### config.mk
export PLATFORM = sky130hd
export DESIGN_NAME = axis_compare_scheduler
export DESIGN_NICKNAME = d
export VERILOG_FILES = /design/src/rtl/axis_cmp_pkg.sv /design/src/rtl/rr_arbiter.sv /design/src/rtl/axis_compare_scheduler.sv
export SDC_FILE = /design/constraint.sdc
export NUM_CORES = 1
export LEC_CHECK = 0
export CAP_MARGIN = 40
export CORE_AREA = 4 4 131 133
export DETAILED_ROUTE_END_ITERATION = 16
export DIE_AREA = 0 0 135 137
export GPL_TIMING_DRIVEN = 0
export PLACE_DENSITY = 0.83
export SETUP_SLACK_MARGIN = 0.3
export SLEW_MARGIN = 20
export SYNTH_ARGS = -nofsm -noshare
export SYNTH_HDL_FRONTEND = slang
export SYNTH_SLANG_ARGS = --single-unit
### constraint.sdc
create_clock -name clk -period 3.95 [get_ports clk]
set_input_delay 0.79 -clock clk [delete_from_list [all_inputs] [get_ports clk]]
set_output_delay 0.79 -clock clk [all_outputs]
set_load 0.01 [all_outputs]
### src/rtl/axis_cmp_pkg.sv
// Shared types for the AXI4-Stream pair compare scheduler.
// Verdict fields are sized for the largest supported configuration; the top narrows them.
package axis_cmp_pkg;

    localparam int VCHAN_W = 8;
    localparam int VCNT_W  = 32;

    typedef enum logic [1:0] {
        IDLE,
        BUSY,
        REPORT
    } state_e;

    typedef struct packed {
        logic [VCHAN_W-1:0] chan;
        logic               equal;
        logic [VCNT_W-1:0]  beats;
    } verdict_t;

endpackage

### src/rtl/rr_arbiter.sv
// Round-robin arbiter: first requester at or after the pointer wins.
// On advance the pointer moves to one past the index that was just served.
module rr_arbiter #(
    parameter int N = 4
) (
    input  logic                 clk,
    input  logic                 resetn,
    input  logic [N-1:0]         req,
    input  logic                 advance,
    input  logic [$clog2(N)-1:0] last_idx,
    output logic [$clog2(N)-1:0] gnt_idx,
    output logic                 gnt_any
);

    localparam int IW = $clog2(N);

    logic [IW-1:0] ptr_q;

    always_ff @(posedge clk) begin
        if (!resetn) begin
            ptr_q <= '0;
        end else if (advance) begin
            ptr_q <= (last_idx == IW'(N - 1)) ? '0 : last_idx + 1'b1;
        end
    end

    always_comb begin
        int j;
        j       = 0;
        gnt_any = 1'b0;
        gnt_idx = '0;
        for (int k = 0; k < N; k++) begin
            j = int'(ptr_q) + k;
            if (j >= N) j = j - N;
            if (!gnt_any && req[j]) begin
                gnt_any = 1'b1;
                gnt_idx = IW'(j);
            end
        end
    end

endmodule

### src/rtl/axis_compare_scheduler.sv
// Time-shares one beat comparator between N_CH A/B stream pairs, a whole packet at a time,
// and reports one verdict per packet on a result stream.
module axis_compare_scheduler
    import axis_cmp_pkg::*;
#(
    parameter int N_CH   = 4,
    parameter int DATA_W = 32,
    parameter int CNT_W  = 16
) (
    input  logic                     clk,
    input  logic                     resetn,
    input  logic                     en,
    input  logic [N_CH-1:0]          a_valid,
    input  logic [N_CH*DATA_W-1:0]   a_data,
    input  logic [N_CH-1:0]          a_last,
    output logic [N_CH-1:0]          a_ready,
    input  logic [N_CH-1:0]          b_valid,
    input  logic [N_CH*DATA_W-1:0]   b_data,
    input  logic [N_CH-1:0]          b_last,
    output logic [N_CH-1:0]          b_ready,
    output logic                     res_valid,
    input  logic                     res_ready,
    output logic [$clog2(N_CH)-1:0]  res_chan,
    output logic                     res_equal,
    output logic [CNT_W-1:0]         res_beats,
    output logic [CNT_W-1:0]         pkt_count,
    output logic [CNT_W-1:0]         fail_count,
    output logic                     busy
);

    localparam int CH_W = $clog2(N_CH);
    localparam logic [VCNT_W-1:0] BEATS_MAX = VCNT_W'((64'd1 << CNT_W) - 64'd1);

    state_e           state_q, state_d;
    verdict_t         vrd_q, vrd_d;
    logic [CNT_W-1:0] pkt_q, pkt_d, fail_q, fail_d;

    logic [N_CH-1:0]   req;
    logic [CH_W-1:0]   gnt_idx;
    logic              gnt_any;
    logic              advance;
    logic [DATA_W-1:0] a_sel, b_sel;
    logic              al_sel, bl_sel, fire, match;

    assign req = a_valid & b_valid;

    rr_arbiter #(.N(N_CH)) u_arb (
        .clk      (clk),
        .resetn   (resetn),
        .req      (req),
        .advance  (advance),
        .last_idx (vrd_q.chan[CH_W-1:0]),
        .gnt_idx  (gnt_idx),
        .gnt_any  (gnt_any)
    );

    // The registered grant selects the datapath; only that pair sees ready, and only as a joined handshake.
    always_comb begin
        a_sel   = '0;
        b_sel   = '0;
        al_sel  = 1'b0;
        bl_sel  = 1'b0;
        a_ready = '0;
        for (int i = 0; i < N_CH; i++) begin
            if (vrd_q.chan == VCHAN_W'(i)) begin
                a_sel      = a_data[i*DATA_W +: DATA_W];
                b_sel      = b_data[i*DATA_W +: DATA_W];
                al_sel     = a_last[i];
                bl_sel     = b_last[i];
                a_ready[i] = (state_q == BUSY) && req[i];
            end
        end
    end

    assign b_ready = a_ready;
    assign fire    = |a_ready;
    assign match   = (a_sel == b_sel) && (al_sel == bl_sel);

    always_comb begin
        state_d = state_q;
        vrd_d   = vrd_q;
        pkt_d   = pkt_q;
        fail_d  = fail_q;
        advance = 1'b0;
        case (state_q)
            IDLE: begin
                if (en && gnt_any) begin
                    state_d     = BUSY;
                    vrd_d.chan  = VCHAN_W'(gnt_idx);
                    vrd_d.equal = 1'b1;
                    vrd_d.beats = '0;
                end
            end
            BUSY: begin
                if (fire) begin
                    vrd_d.equal = vrd_q.equal & match;
                    if (vrd_q.beats != BEATS_MAX) vrd_d.beats = vrd_q.beats + 32'd1;
                    if (al_sel || bl_sel) begin
                        state_d = REPORT;
                        pkt_d   = (pkt_q == {CNT_W{1'b1}}) ? pkt_q : pkt_q + 1'b1;
                        if (!vrd_d.equal)
                            fail_d = (fail_q == {CNT_W{1'b1}}) ? fail_q : fail_q + 1'b1;
                    end
                end
            end
            REPORT: begin
                if (res_ready) begin
                    state_d = IDLE;
                    advance = 1'b1;
                end
            end
            default: state_d = IDLE;
        endcase
    end

    always_ff @(posedge clk) begin
        if (!resetn) begin
            state_q <= IDLE;
            vrd_q   <= '{chan: '0, equal: 1'b1, beats: '0};
            pkt_q   <= '0;
            fail_q  <= '0;
        end else begin
            state_q <= state_d;
            vrd_q   <= vrd_d;
            pkt_q   <= pkt_d;
            fail_q  <= fail_d;
        end
    end

    assign res_valid  = (state_q == REPORT);
    assign res_chan   = vrd_q.chan[CH_W-1:0];
    assign res_equal  = vrd_q.equal;
    assign res_beats  = vrd_q.beats[CNT_W-1:0];
    assign pkt_count  = pkt_q;
    assign fail_count = fail_q;
    assign busy       = (state_q != IDLE);

endmodule

# [Word level (Yosys, flattened, before mapping)]
# Cells that the tools add are included.
[word_totals] register_bits=71 latch_bits=0 ramBits=0 rom_bits=0 word_cells=126 mem_count=0
[op_classes] n_addsub=11 n_mul=0 div=0 n_lt_le_gt_ge=8 eq_ne=15 n_shift=0 muxes=56 bitwise_logic=5 reduce_logical=24
[op_table] op="2-to-1 mux 32 bit" count=13
[op_table] op="< comparator 32 x 4 -> 1 bit, second input constant" count=4
[op_table] op="greater-or-equal comparator 32 x 4 -> 1 bit, second input constant" count=3
[op_table] op="subtractor 32 x 4 -> 32 bit, second input constant" count=3
[op_table] op="2-to-1 mux 33 bit" count=2
[op_table] op="one-hot mux 33 bit (2 select lines)" count=1
[op_table] op="adder 16 x 1 -> 16 bit, second input constant" count=2
[op_table] op="adder 32 x 1 -> 32 bit, second input constant" count=1
[op_table] op="equality test 16 bit, second input constant" count=2
[op_table] op="equality test 32 bit" count=1
[op_table] op="!= test 32 x 16 -> 1 bit, second input constant" count=1
[op_table] op="2-to-1 mux 1 bit" count=26
[op_table] op="2-to-1 mux 2 bit" count=9
[op_table] op="AND reduction 4 bit" count=3
[op_table] op="logical AND 1 bit" count=9
[op_table] op="binary-select mux 1 bit (select 2 bit)" count=4
[op_table] op="logical NOT 8 bit" count=1
[op_table] op="adder 2 x 2 -> 3 bit, second input constant" count=2
[op_table] op="equality test 2 bit, second input constant" count=3
[op_table] op="!= test 2 x 1 -> 1 bit, second input constant" count=3
[op_table] op="one-hot mux 2 bit (3 select lines)" count=1
[op_table] op="AND reduction 5 bit" count=1
[op_table] op="bitwise AND 4 bit" count=1
[op_table] op="equality test 2 x 1 -> 1 bit, second input constant" count=2
[op_table] op="other kinds (15)" count=21

# [Longest topological paths before layout]
# Gate-level depths: netlist (run 1).
[logic_depth] word_depth=18 ltp_mapped=19 ltp_nobuf=16

# [Hierarchy]
# Synthesis (run 1) repeated with hierarchy kept, for this count alone.
[hier_totals] hier_cells=596 hier_area_um2=5726.7
[by_module_without_submodules] module="axis_compare_scheduler" n_inst=1 cells_per_inst=573 area_each_um2=5560.3 seq_area_each_um2=1381.3
[by_module_without_submodules] module="rr_arbiter" n_inst=1 cells_per_inst=23 area_each_um2=166.4 seq_area_each_um2=40.0

# [Worst setup path before layout (run 1)]
# OpenSTA, ideal clock, no wires.
[synth_timing] path_type="flip-flop to flip-flop" start="register vrd_q (netlist bit res_chan[1])" end="register fail_q[5] (netlist: fail_count[5])" setup_ps=115 arrival_time_ps=2700 t_required_ps=3835 path_slack_ps=1136 path_stages_with_launch=19 n_path_buf=2 path_cell_list="dfxtp_1 -> inv_1 -> ha_1 -> buf_2 -> nor2b_1 -> a22oi_1 -> nor2_1 -> a21oi_1 -> nor2_1 -> a21oi_1 -> ha_1 -> inv_1 -> o31ai_1 -> a41o_1 -> nor3_2 -> a21oi_2 -> buf_6 -> o31a_1 -> o21a_1"
[synth_between] elab_chain_len=10
[synth_lines] item="start, declared" line_no="axis_compare_scheduler.sv:35" rtl="verdict_t vrd_q, vrd_d;"
[synth_lines] item="start signal, assigned" line_no="axis_compare_scheduler.sv:119" rtl="vrd_q <= '{chan: '0, equal: 1'b1, beats: '0};"
[synth_lines] item="start signal, assigned" line_no="axis_compare_scheduler.sv:124" rtl="vrd_q <= vrd_d;"
[synth_lines] item="logical NOT 8 bit" line_no="axis_compare_scheduler.sv:65" rtl="if (vrd_q.chan == VCHAN_W'(i)) begin"
[synth_lines] item="2-to-1 mux 32 bit / 2-to-1 mux 1 bit (equally long branches) (4 in a row)" line_no="axis_compare_scheduler.sv:65"
[synth_lines] item="equality test 32 bit / equality test 1 bit (equally long branches)" line_no="axis_compare_scheduler.sv:77" rtl="assign match = (a_sel == b_sel) && (al_sel == bl_sel);"
[synth_lines] item="logical AND 1 bit" line_no="axis_compare_scheduler.sv:77"
[synth_lines] item="bitwise AND 1 bit" line_no="axis_compare_scheduler.sv:96" rtl="vrd_d.equal = vrd_q.equal & match;"
[synth_lines] item="NOT 1 bit (no source line)"
[synth_lines] item="AND reduction 5 bit (no source line) *"
[synth_lines] item="end signal, assigned" line_no="axis_compare_scheduler.sv:126" rtl="fail_q <= fail_d;"
[synth_lines] item="end, declared" line_no="axis_compare_scheduler.sv:36" rtl="logic [CNT_W-1:0] pkt_q, pkt_d, fail_q, fail_d;"
# Mark *: on every way between the ends. The rest lies on a longest branch, timed or not.
# A chain may end at the register's enable or synchronous reset.

# [Worst setup path after layout (run 1)]
[layout_timing] start="input port b_valid[3]" end="register fail_q[1] (netlist: fail_count[1])"
[layout_between] elab_chain_len=5
[layout_lines] item="start, declared" line_no="axis_compare_scheduler.sv:17" rtl="input logic [N_CH-1:0] b_valid,"
[layout_lines] item="bitwise AND 4 bit" line_no="axis_compare_scheduler.sv:45" rtl="assign req = a_valid & b_valid;"
[layout_lines] item="logical AND 1 bit" line_no="axis_compare_scheduler.sv:70" rtl="a_ready[i] = (state_q == BUSY) && req[i];"
[layout_lines] item="2-to-1 mux 1 bit" line_no="axis_compare_scheduler.sv:65"
[layout_lines] item="OR reduction 4 bit" line_no="axis_compare_scheduler.sv:76" rtl="assign fire = |a_ready;"
[layout_lines] item="AND reduction 5 bit (no source line)"
# Every way passes these cells.

==> metrics.cfg, run 1 <==
[drt]
drt_pass1_iterations=5
via_per_inst=4.86
vias=5858
routed_wl_um=22800
drtAntennaViolNets=0
drtIter0Drc=290
drc_errors=0
wl_per_cell_um=18.9

[logic_synthesis]
ys.flop_type=dfxtp_1
netlist_instances=634
synth_xor_area_share_pct=29.3
synth.distinct_cells=50
syn_avg_cell_area_um2=8.10
ys_ff_latch=71
synth_nets=918
synthArstFlopShare_pct=0
synth_compound_area_share_pct=8.74
synth_fa_ha_area_share_pct=1.95
synth_top_family_by_area=XOR/XNOR gates
synth_edf_count=0
syn-cell-area_mm2=0.00514
synthSimpleGateAreaFrac_pct=26.1
yosysWarnings=0
yosysSeqAreaShare_pct=27.7
synth.mux.area_fraction_pct=0.390

[timing]
fin_crit_sh_pct=87.9
slew_headroom_pct=39.5
worst_slack_ns=0.478
rsz0062_at_grt=no
worst_pin_slew_ns=0.900
max_freq_mhz=288
drv_slew=0
final-hold-violation-count=0
setup_tns_ns=0
whs_ns=0.493
finClkSkew_ns=0.00569
setup_viol=0
fin_crit_ns=3.47

[clocking]
cts_root_buf=clkbuf_16
cts_tree=yes
clock_path_buffers=2
cts_buffers=9
cts-htree-levels=3
clk_pin_slew_ns=0.06
cts_sinks=71
clkLatencyLatePin_ns=0.33

[power_and_ir_drop]
p_leak_nw=3.30
power_frac_clock_pct=36.5
p_switching_w=0.000533
p_int_w=0.00152
pwr-share-seq_pct=35.6
ir_drop_v=0.000270
power_frac_comb_pct=27.9
power_density_mw_per_mm2=226
switching_share_pct=25.9

[critical_path]
start_kind=primary input
cp_max_fo=10
crit_type=primary input to flop
crit_required_ns=4.16
endpoint_kind=flop
critPathArrivalTime_ns=3.68

[hold_path]
hp-class=flop to flop

[job]
maxCapViolCount=0

[cells_and_area]
nets=1266
area_delta_synth_final_pct=76.6
n_fill_cell=1368
final_core_util_pct=57.3
final_common_cell=clkdlybuf4s50_1
drive_above_1_share_pct=5.57
fin_area_mm2=0.00907
layout_common_cells=clkdlybuf4s50_1 (336), xor2_1 (124), dfxtp_1 (70), nor2_1 (67), xnor2_1 (48)

[placed_design]
port_buffers=336
place_area_mm2=0.00877
hpwl_um=19400
gp_congestion=0.910
post-place-ws_ns=0.132

[global_route]
grt_pass1_wl_um=32900
grt_pass1_vias=5858
grt.overflow.total=0
grt_start_max_net_pins=13
gr-usage-all-layers_pct=23.4
antenna_found_initial=4

[floorplanning]
num_rows=46
dieArea_mm2=0.0185
die_h_um=137
die-width_um=135
ios=337
core-area_mm2=0.0158
initial_core_util_pct=32.5

[outcome]
status=finished clean

-- path summary, 6_finish.rpt --
kind,from,endpoint,slack (ns),cells past startpoint
worst min register to register,fail_count[14],fail_count[14],0.49,2
worst max register to register,res_chan[0],fail_count[15],0.63,17
worst max-delay path,b_valid[3],fail_count[1],0.48,11
worst min-delay path,fail_count[14],fail_count[14],0.49,2
-- layer usage --
layer	track usage [%]	routed length [um]	vias to the layer above
li1	-	-	2871
met1	28.9	9530	2670
met2	37.7	10200	283
met3	9.85	2510	30
met4	5.94	480	4
met5	0	26	-
-- synthesized netlist by cell type (all sizes together), types with 7 or more instances --
cell type	n	area, um2
a21oi	34	174
and3	7	43.8
and4	7	63.8
buf	27	211
clkbuf	8	30.0
dfxtp	71	1420
ha	8	100
inv	15	56.3
nand2	41	154
nand3	30	150
nand4	24	150
nor2	67	251
nor3	13	70.1
nor4	30	194
o21ai	12	60.1
or3	13	81.3
xnor2	48	420
xor2	124	1090
-- power by group through the flow --
stage / combinational [W] / sequential [W] / clock (W)
after floorplan: 0.000190 / 0.000745 / 0
after global placement: 0.000557 / 0.000746 / 0
after detailed placement: 0.000567 / 0.000746 / 0
after CTS: 0.000570 / 0.000731 / 0.000753
after global routing: 0.000612 / 0.000732 / 0.000792
final: 0.000573 / 0.000731 / 0.000750
-- worst max-delay path: stages --
cell and delay [ns]:
clkdlybuf4s50_1 0.47, and2_1 0.20, and3_1 0.27, o31ai_1 0.79, a41o_1 0.27, nor3_2 0.09
a21oi_4 0.26, buf_6 0.18, buf_12 0.13, mux2i_1 0.18, nor2_1 0.05
-- cell type report --
type	instances	area (um2)	share of cell area, %
Sequential cell	71	1420	15.7
Inverter	16	60.1	0.662
Tap cell	216	270	2.98
Clock buffer	10	239	2.63
Timing Repair Buffer	337	3370	37.1
Clock inverter	6	36.3	0.400
Buffer	35	241	2.66
Antenna cell	2	5.00	0.0551
Multi-Input combinational cell	512	3430	37.8
-- state kept, by name, indices dropped and copies added, names as in the netlist --
| name | cells |
|---|---|
| pkt_count | 16 |
| fail_count | 16 |
| res_equal | 1 |
| res_chan | 2 |
| res_beats | 16 |
| vrd_q | 16 |
| state_q | 2 |
| u_arb.ptr_q | 2 |
-- kinds of logic (layout without fill, tap and decap cells) --
logic type,Yosys count,count (layout)
AND/OR/NAND/NOR,259,259
XOR/XNOR,172,172
AO/OA/AOI/OAI,71,71
flip-flops,71,71
buffers and inverters,51,404
adder cells (fa/ha/maj),8,8
multiplexers,2,2
other,0,2
-- metrics by stage --
step	power (W)	std cells
3_5_place_dp	0.00131	1186
3_3_place_gp	0.00130	1186
5_1_grt	0.00214	1205
4_1_cts	0.00205	1202
6_report	0.00205	1205
2_1_floorplan	0.000934	634
-- what timing repair did --
action                                 in CTS  in global routing
hold buffers                                0                  0
gates resized for setup                     0                  4
setup endpoints to repair                   0                 18
buffers inserted                            0                  1
endpoints found under the hold margin       0                  0
No activity file was read; power rests on OpenSTA's default activity.
==> run 2, diff against run 1 <==
--- a/config.mk
+++ b/config.mk
@@ -7,6 +7,7 @@
 export LEC_CHECK = 0
 export CAP_MARGIN = 40
 export CORE_AREA = 4 4 131 133
+export CTS_CLUSTER_SIZE = 10
 export DETAILED_ROUTE_END_ITERATION = 16
 export DIE_AREA = 0 0 135 137
 export GPL_TIMING_DRIVEN = 0
==> results of run 2 <==
The final DEF is identical to that of run 1; final timing and power are the same.
==> run 3, diff against run 2 <==
--- a/config.mk
+++ b/config.mk
@@ -5,13 +5,14 @@
 export SDC_FILE = /design/constraint.sdc
 export NUM_CORES = 1
 export LEC_CHECK = 0
+export ABC_AREA = 1
 export CAP_MARGIN = 40
-export CORE_AREA = 4 4 131 133
+export CORE_MARGIN = 4
+export CORE_UTILIZATION = 25
 export CTS_CLUSTER_SIZE = 10
 export DETAILED_ROUTE_END_ITERATION = 16
-export DIE_AREA = 0 0 135 137
 export GPL_TIMING_DRIVEN = 0
-export PLACE_DENSITY = 0.83
+export PLACE_DENSITY = 0.64
 export SETUP_SLACK_MARGIN = 0.3
 export SLEW_MARGIN = 20
 export SYNTH_ARGS = -nofsm -noshare
==> run 3 against run 2 <==
Clock power up 18%. Cell area is 19% higher. Sequential share of layout area is 2.5 points lower. Global-route usage down 5.2 points. Via count is 38% higher. Non-clock buffer count rose by 12. Routed wire length increased by 24%. Register-to-register slack improved by 0.13 ns. Clock-buffer cell count unchanged. Power grew 40%. Critical endpoint is now b_ready[0].
==> metrics.cfg, run 3 <==
[outcome]
status=finished clean

[drt]
vias=8059
wl_per_cell_um=15.8
drt_pass1_iterations=5
drtIter0Drc=389
routed_wl_um=28200
drc_errors=0
drtAntennaViolNets=0
via_per_inst=4.52

[floorplanning]
die_h_um=171
dieArea_mm2=0.0293
ios=337
core-area_mm2=0.0261
die-width_um=171
initial_core_util_pct=25.5
num_rows=59

[logic_synthesis]
synth_compound_area_share_pct=9.50
syn_avg_cell_area_um2=6.11
yosys.area.top_type=dfxtp_1
syn-cell-area_mm2=0.00667
synthSimpleGateAreaFrac_pct=41.1
synth.mux.area_fraction_pct=0.150
ys_ff_latch=71
synth.most_common_cell=nand2_1
ys.flop_type=dfxtp_1
synth_fa_ha_area_share_pct=1.50
synth.area.top_cells=dfxtp_1 (21%), nand2_1 (15%), xnor2_1 (8.1%), nor2_1 (7.5%), inv_1 (6.9%)
synth_edf_count=0
synth_top_cell_area_share_pct=21.3
netlist_instances=1091
yosysSeqAreaShare_pct=21.3
synth_xor_area_share_pct=13.7
synth_top_family_by_area=simple AND/OR/NAND/NOR gates
synthArstFlopShare_pct=0
yosysWarnings=0
synth.distinct_cells=42
synth_nets=1375
synth_common_cells=nand2_1 (275), nor2_1 (133), inv_1 (123)

[hold_path]
min-delay-start=pkt_count[14]
hp-class=flop to flop
hold_end=pkt_count[14]
holdPathStages=2

[timing]
slew_headroom_pct=61.0
drv_slew=0
max_freq_mhz=298
fin_crit_sh_pct=84.9
rsz0062_at_grt=no
fin_crit_ns=3.35
finClkSkew_ns=0.00534
worst_slack_ns=0.596
worst_pin_slew_ns=0.585
setup_tns_ns=0
setup_viol=0
final-hold-violation-count=0

[power_and_ir_drop]
p_switching_w=0.000984
p_leak_nw=4.19
ir_drop_v=0.000180
p_int_w=0.00190
pwr-share-seq_pct=26.8
power_frac_clock_pct=30.7
power_density_mw_per_mm2=267
switching_share_pct=34.2
power_frac_comb_pct=42.5

[global_route]
antenna_found_initial=4
gr-usage-all-layers_pct=18.2
grt_pass1_wl_um=41800
grt_pass1_vias=7826
grt.overflow.total=0
grt_start_max_net_pins=13

[clocking]
ctsHoldBuffers=0
clock_path_buffers=2
cts_buffers=9
clkLatencyLatePin_ns=0.33
cts_tree=yes
clk_pin_slew_ns=0.06
cts_sinks=71
cts_root_buf=clkbuf_16
cts-htree-levels=3

[critical_path]
r2r_cells=19
cp_max_fo=3
regToRegSetupSlack_ns=0.76
critPathArrivalTime_ns=2.56
crit_required_ns=3.16
rr_endpoint=fail_count[15]
crit_type=primary input to output port
endpoint_kind=output port
start_kind=primary input
r2r-start=res_chan[0]

[placed_design]
port_buffers=336
gp_congestion=0.921
post-place-ws_ns=0.417
hpwl_um=24000

[cells_and_area]
area_delta_synth_final_pct=62.0
nets=1723
n_fill_cell=2746
final_common_cell=clkdlybuf4s50_1
drive_above_1_share_pct=7.48
layout_common_cells=clkdlybuf4s50_1 (336), nand2_1 (275), nor2_1 (133), inv_1 (123), dfxtp_1 (71)

[job]
maxCapViolCount=0

-- run 3: cell count changes after synthesis, moves of 26 or more --
cell     change
nand3_1     +29
nor2_1      +66
nand2_1    +234
a21oi_1     +32
xor2_1      -82
inv_1      +108
o21ai_0     +26
-- run 3: final cells by class --
cell class | instances | area, um2 | share of cell area (%)
diodes | 3 | 7.51 | 0.0695
plain buffers | 47 | 342 | 3.16
clock buffers | 10 | 239 | 2.21
clock inverters | 6 | 83.8 | 0.776
inverters | 137 | 517 | 4.78
multi-input cells | 836 | 4400 | 40.8
flip-flops and latches | 71 | 1420 | 13.2
well taps | 335 | 419 | 3.88
repair buffers | 337 | 3370 | 31.2
-- run 3: worst max path at each step --
| stage | start | endpoint | slack [ns] | cells past startpoint |
|---|---|---|---|---|
| final | a_valid[0] | b_ready[0] | 0.60 | 5 |
| after detailed placement | b_last[0] | fail_count[15] | 0.42 | 17 |
| after floorplan | res_chan[0] | fail_count[15] | 1.39 | 19 |
| after global placement | res_chan[0] | fail_count[15] | 0.43 | 19 |
| after CTS | res_chan[0] | fail_count[15] | 0.42 | 19 |
| after global routing | res_chan[0] | fail_count[13] | 0.35 | 19 |
-- run 3: cell families (layout without fill, tap and decap cells) --
group | Yosys count | count (layout)
compound gates | 118 | 118
xor+xnor | 104 | 104
fa+ha+maj | 8 | 8
buf+inv | 184 | 537
flops | 71 | 71
mux | 1 | 1
other cells | 0 | 3
simple gates | 605 | 605
-- run 3: stage by stage --
step	hold slack, ns	power, W	std cells	area [um2]	util [%]
after floorplan	0.469	0.00143	1091	6670	-
after global placement	0.478	0.00200	1762	10500	40.0
after detailed placement	0.482	0.00201	1762	10500	40.0
after CTS	0.493	0.00290	1778	10800	41.2
after global routing	0.521	0.00306	1782	10800	41.3
final	0.498	0.00288	1782	10800	41.3
-- run 3: power groups by stage --
stage / combinational, W / sequential, W / clock, W
6_report: 0.00122 / 0.000772 / 0.000885
5_1_grt: 0.00135 / 0.000776 / 0.000938
4_1_cts: 0.00122 / 0.000773 / 0.000905
3_5_place_dp: 0.00122 / 0.000788 / 0
3_3_place_gp: 0.00121 / 0.000787 / 0
2_1_floorplan: 0.000651 / 0.000783 / 0
-- run 3: what timing repair did --
item                                    CTS  global route
resized for setup                         0             6
setup buffers                             0             1
endpoints found under the setup margin    0             9
-- run 3: critical path, stage by stage --
cell and delay, ns:
clkdlybuf4s50_1 0.46, nand2_1 0.11, nor3_2 0.39, buf_4 0.18
clkdlybuf4s50_1 0.63
-- run 3: routing by layer --
| layer | vias up | global-route usage [%] | wire, um |
|---|---|---|---|
| li1 | 4190 | - | - |
| met1 | 3608 | 21.4 | 11800 |
| met2 | 237 | 33.6 | 13900 |
| met3 | 22 | 4.05 | 2000 |
| met4 | 2 | 4.55 | 474 |
| met5 | - | 0 | 13 |
==> patch 1: new RTL, settings of run 1 <==
Re-encode `state_e` (3 states) as one-hot, 3 bits wide.
--- a/src/rtl/axis_cmp_pkg.sv
+++ b/src/rtl/axis_cmp_pkg.sv
@@ -5,10 +5,10 @@
     localparam int VCHAN_W = 8;
     localparam int VCNT_W  = 32;
 
-    typedef enum logic [1:0] {
-        IDLE,
-        BUSY,
-        REPORT
+    typedef enum logic [2:0] {
+        IDLE   = 3'b001,
+        BUSY   = 3'b010,
+        REPORT = 3'b100
     } state_e;
 
     typedef struct packed {
Behaviour: same outputs for any inputs over 4 cycles, from zero or initial values and one cycle with resetn low; so few cycles prove little.
==> patch 1 against run 1 <==
Maximum frequency increased by 1.3%. Setup slack improved by 46 ps. Area after synthesis increased by 3.7%. Wire length decreased by 4.0%. Via count increased by 0.84%. Clock power increased by 35%. First-iteration DRC count decreased by 12%. Cell area increased by 3.4%. Power increased by 20%. Synthesized cell count increased by 4.6%. Sequential power increased by 4.1%. Sequential cell count increased by 1. Critical endpoint unchanged. Largest power group unchanged. Highest routed layer unchanged.
==> patch 1: results (changes against run 1) <==
CP top delay family simple AND/OR/NAND/NOR gates; vias in the first global route 5926 (+1.2%); share of cells above drive strength 1 6.693% (+1.1 points); synth warn 0 (unchanged); most frequent cells after synthesis 100 x xor2_1, 72 x dfxtp_1, 66 x nor2_1, 60 x xnor2_1, 46 x nand2_1; R2R depth 18 (+1); R2R Path End fail_count[1]; Critical-path top delay cell nor4_1; final-layout fill cell count 1381 (+0.95%); first-pass GRT wire length 32.09 mm (-2.3%); CP peak stage delay 570 ps (-220 ps); Net Count, Synth 947 (+3.2%); Placed Area 0.008961 mm² (+2.2%); Initial DRT Pass Iterations 6 (+1); peak supply drop 0.2062 mV (-24%); result of the run finished clean; GP Congestion 0.8987 (-1.2%); number of diodes 0 (-2); post-synthesis cell type count 67 (+34%); sequential element share of the synthesized area 27.05% (-0.61 points); DR vias/cell 4.795 (-1.4%); LEAKAGE 3.362 nW (+1.8%); Hold Path Sink vrd_q[22]; Avg WL per Cell 17.76 µm (-6.1%); initial antenna violation count 1 (-3); R2R Setup Slk 680 ps (+50 ps); Slew HR 55.01% (+16 points); synth top area cells dfxtp_1 27%, xor2_1 16%, xnor2_1 9.9%; clk buf depth 2 (unchanged); HP Start vrd_q[22]; Nets 1295 (+2.3%); GR Util All Layers 22.69% (-0.70 points); initial DRC count 254 (-12%)
==> patch 1: cell types whose count changed after synthesis, sizes merged, moves of 4 or more <==
cell   change
and2       +5
inv        +6
nand2      +6
nor4       -4
o21ai     +15
o31ai      -4
or3        +8
xnor2     +12
xor2      -24
==> patch 1: layout make-up <==
cell class	count	area, µm²	area share, %
Buffer	36	235.2	2.506
Clock inverter	5	127.6	1.360
Multi-Input combinational cell	533	3612	38.49
Inverter	22	82.58	0.8799
Tap cell	216	270.3	2.880
Sequential cell	72	1444	15.38
Clock buffer	11	242.7	2.586
Timing Repair Buffer	337	3371	35.92
==> patch 1: how the worst max path moves through the flow <==
stage,from,end,slack (ps),cells past startpoint
floorplan,a_data[71],fail_count[1],1040,10
global placement,a_data[73],fail_count[1],-110,11
detailed placement,a_data[83],fail_count[1],-110,11
CTS,res_chan[1],fail_count[11],380,17
global route,a_data[73],fail_count[0],310,11
finish,a_data[73],fail_count[1],520,11
==> patch 1: power breakdown <==
group          leakage (nW)  switching, mW  internal [mW]
sequential            0.581         0.0208          0.741
combinational          2.61          0.285          0.407
clock                 0.176          0.307          0.698
==> patch 1: worst register-to-register path, delay by kind of cell, from the launching register on <==
kind,cells,cell delay (ps)
AO/OA/AOI/OAI,5,810
adder cells (fa/ha/maj),2,520
buffers and inverters,3,530
flip-flops,1,390
multiplexers,1,200
AND/OR/NAND/NOR,7,700
==> patch 1: cells by family (layout without fill, tap and decap cells) <==
kind of cell | after synthesis | in the layout | share of synthesized area [%]
DFF | 72 | 72 | 27.05
buffers and inverters | 58 | 411 | 5.918
adders and majority gates | 8 | 8 | 1.879
and+or+nand+nor | 275 | 275 | 27.92
AOI/OAI and AO/OA | 85 | 85 | 9.958
xor gates and xnor gates | 160 | 160 | 26.30
muxes | 5 | 5 | 0.9629
==> patch 1: per-layer routing <==
metal	global-route usage [%]	vias to the layer above	wire, µm
li1	-	2974	-
met1	25.83	2648	8841
met2	40.41	257	10610
met3	8.346	26	2022
met4	5.543	2	388
met5	0	-	19
==> patch 1: through the flow <==
step	cells	hold slack [ps]	setup WS [ps]	setup TNS, ps	power (mW)
floorplan	663	470.9	1036	0	1.055
global placement	1215	483.3	-114.2	-220.8	1.452
detailed placement	1215	490.0	-115.0	-268.3	1.466
CTS	1232	499.7	377.0	0	2.483
global route	1232	534.1	311.5	0	2.561
finish	1232	500.5	524.4	0	2.459
==> patch 1: timing repair <==
item,4_1_cts,5_1_grt
buffers inserted,1,0
setup endpoints to repair,12,20
gates resized for setup,1,10
pin swaps,1,0
==> patch 2: new RTL, flow settings as in run 1 <==
Made on the original files. Set the package constant `VCNT_W` to 48 (it was 32).
--- a/src/rtl/axis_cmp_pkg.sv
+++ b/src/rtl/axis_cmp_pkg.sv
@@ -3,7 +3,7 @@
 package axis_cmp_pkg;
 
     localparam int VCHAN_W = 8;
-    localparam int VCNT_W  = 32;
+    localparam int VCNT_W  = 48;
 
     typedef enum logic [1:0] {
         IDLE,
Formal check against the unedited RTL: no difference found for any inputs over 4 cycles, from zero or initial values and one cycle with resetn low; that may be too few to reach the edited logic, so the function may still have changed.
==> patch 2 against run 1 <==
Cell area up 9.2%. Area after synthesis increased by 16%. Clock skew barely moved. Setup slack got worse by 56 ps. Wire length grew 9.9%. Sequential cell count up 16. Power increased by 14%. Critical endpoint unchanged.
==> patch 2: results (changes against run 1) <==
most frequent cells after synthesis 110 x xor2_1, 87 x dfxtp_1, 70 x nor2_1, 69 x xnor2_1, 59 x nand2_1; post-synthesis cell type count 49 (-2.0%); area of the multi-input gates 0.003928 mm² (+15%); peak supply drop 0.2380 mV (-12%); R2R Path End pkt_count[15]; final-layout fill cell count 1378 (+0.73%); result of the run finished clean; met1 WL 9.938 mm (+4.3%); fin area 0.009907 mm² (+9.2%); CP peak stage delay 450 ps (-340 ps); R2R Setup Slk 700 ps (+70 ps); LEAKAGE 3.561 nW (+7.8%); worst setup path start a_data[80]; clock network share of area 3.094% (+0.061 points); Net Count, Synth 1012 (+10%); share of cells above drive strength 1 4.529% (-1.0 points); routed wl met3 2.625 mm (+4.5%); sequential share of cell area 17.58% (+1.9 points); GR Util All Layers 26.29% (+2.9 points); Non-clk bufs 377 (+1.3%); non-clk buf share 36.50% (-3.3 points); first-pass GRT wire length 36.89 mm (+12%); Avg WL per Cell 19.29 µm (+2.0%); DR vias/cell 5.026 (+3.4%); Critical-path top delay cell nor4_1; # resized after CTS 1 (+1); synth top area cells dfxtp_1 29%, xor2_1 16%, xnor2_1 10%; met2 routed WL 11.93 mm (+16%); clock sinks 87 (+23%); final-layout clock buffer total 12 (+2); Multi-In Gates 590 (+15%); Sw Share 23.62% (-2.3 points); HP Start fail_count[7]; Logic inverters 12 (-4); R2R depth 16 (-1); Placed Area 0.009582 mm² (+9.2%); initial antenna violation count 2 (-2); Data arrival, critical path 3750 ps (+70 ps); Nets 1361 (+7.5%); initial DRC count 334 (+15%)
[patch 2: worst max-delay path by stage]
stage	endpoint	slack [ps]	cells after the start
after floorplan	pkt_count[15]	1090	16
after global placement	fail_count[0]	-150	10
after detailed placement	fail_count[1]	-190	10
after CTS	fail_count[1]	400	10
after global routing	fail_count[1]	310	10
final	fail_count[1]	420	10
[patch 2: kinds of logic after synthesis]
logic type,count (synthesis),share of synthesized area [%]
xor gates and xnor gates,179,26.36
DFF,87,29.28
AOI/OAI and AO/OA,63,6.773
and+or+nand+nor,325,28.59
muxes,15,2.524
adders and majority gates,8,1.683
buffers and inverters,51,4.796
[patch 2: per-layer routing]
layer  GRT usage, %  vias to the layer above
met2          46.66                      298
met5              0                        -
met4          6.103                        4
met3          10.26                       33
met1          29.84                     2990
li1               -                     3199
[patch 2: per-stage QoR]
step / TNS [ps] / hold WS, ps / setup WS (ps) / cells
floorplan: 0 / 466.7 / 1090 / 728
global placement: -1385 / 468.3 / -154.3 / 1280
detailed placement: -1680 / 473.2 / -193.9 / 1280
CTS: 0 / 491.2 / 399.5 / 1296
global route: 0 / 516.9 / 309.5 / 1298
finish: 0 / 488.4 / 422.6 / 1298
[patch 2: power groups by stage]
stage | sequential, mW | combinational [mW] | clock (mW)
CTS | 0.891 | 0.561 | 0.911
global placement | 0.910 | 0.551 | 0
detailed placement | 0.911 | 0.557 | 0
global route | 0.892 | 0.599 | 0.936
finish | 0.891 | 0.562 | 0.895
floorplan | 0.908 | 0.188 | 0
[patch 2: worst reg2reg max path: cells and delay by family (launching register included)]
| family | cells | cell delay [ps] |
|---|---|---|
| buffers and inverters | 3 | 440 |
| flip-flops | 1 | 410 |
| AND/OR/NAND/NOR | 6 | 1280 |
| adder cells (fa/ha/maj) | 2 | 440 |
| AO/OA/AOI/OAI | 5 | 590 |
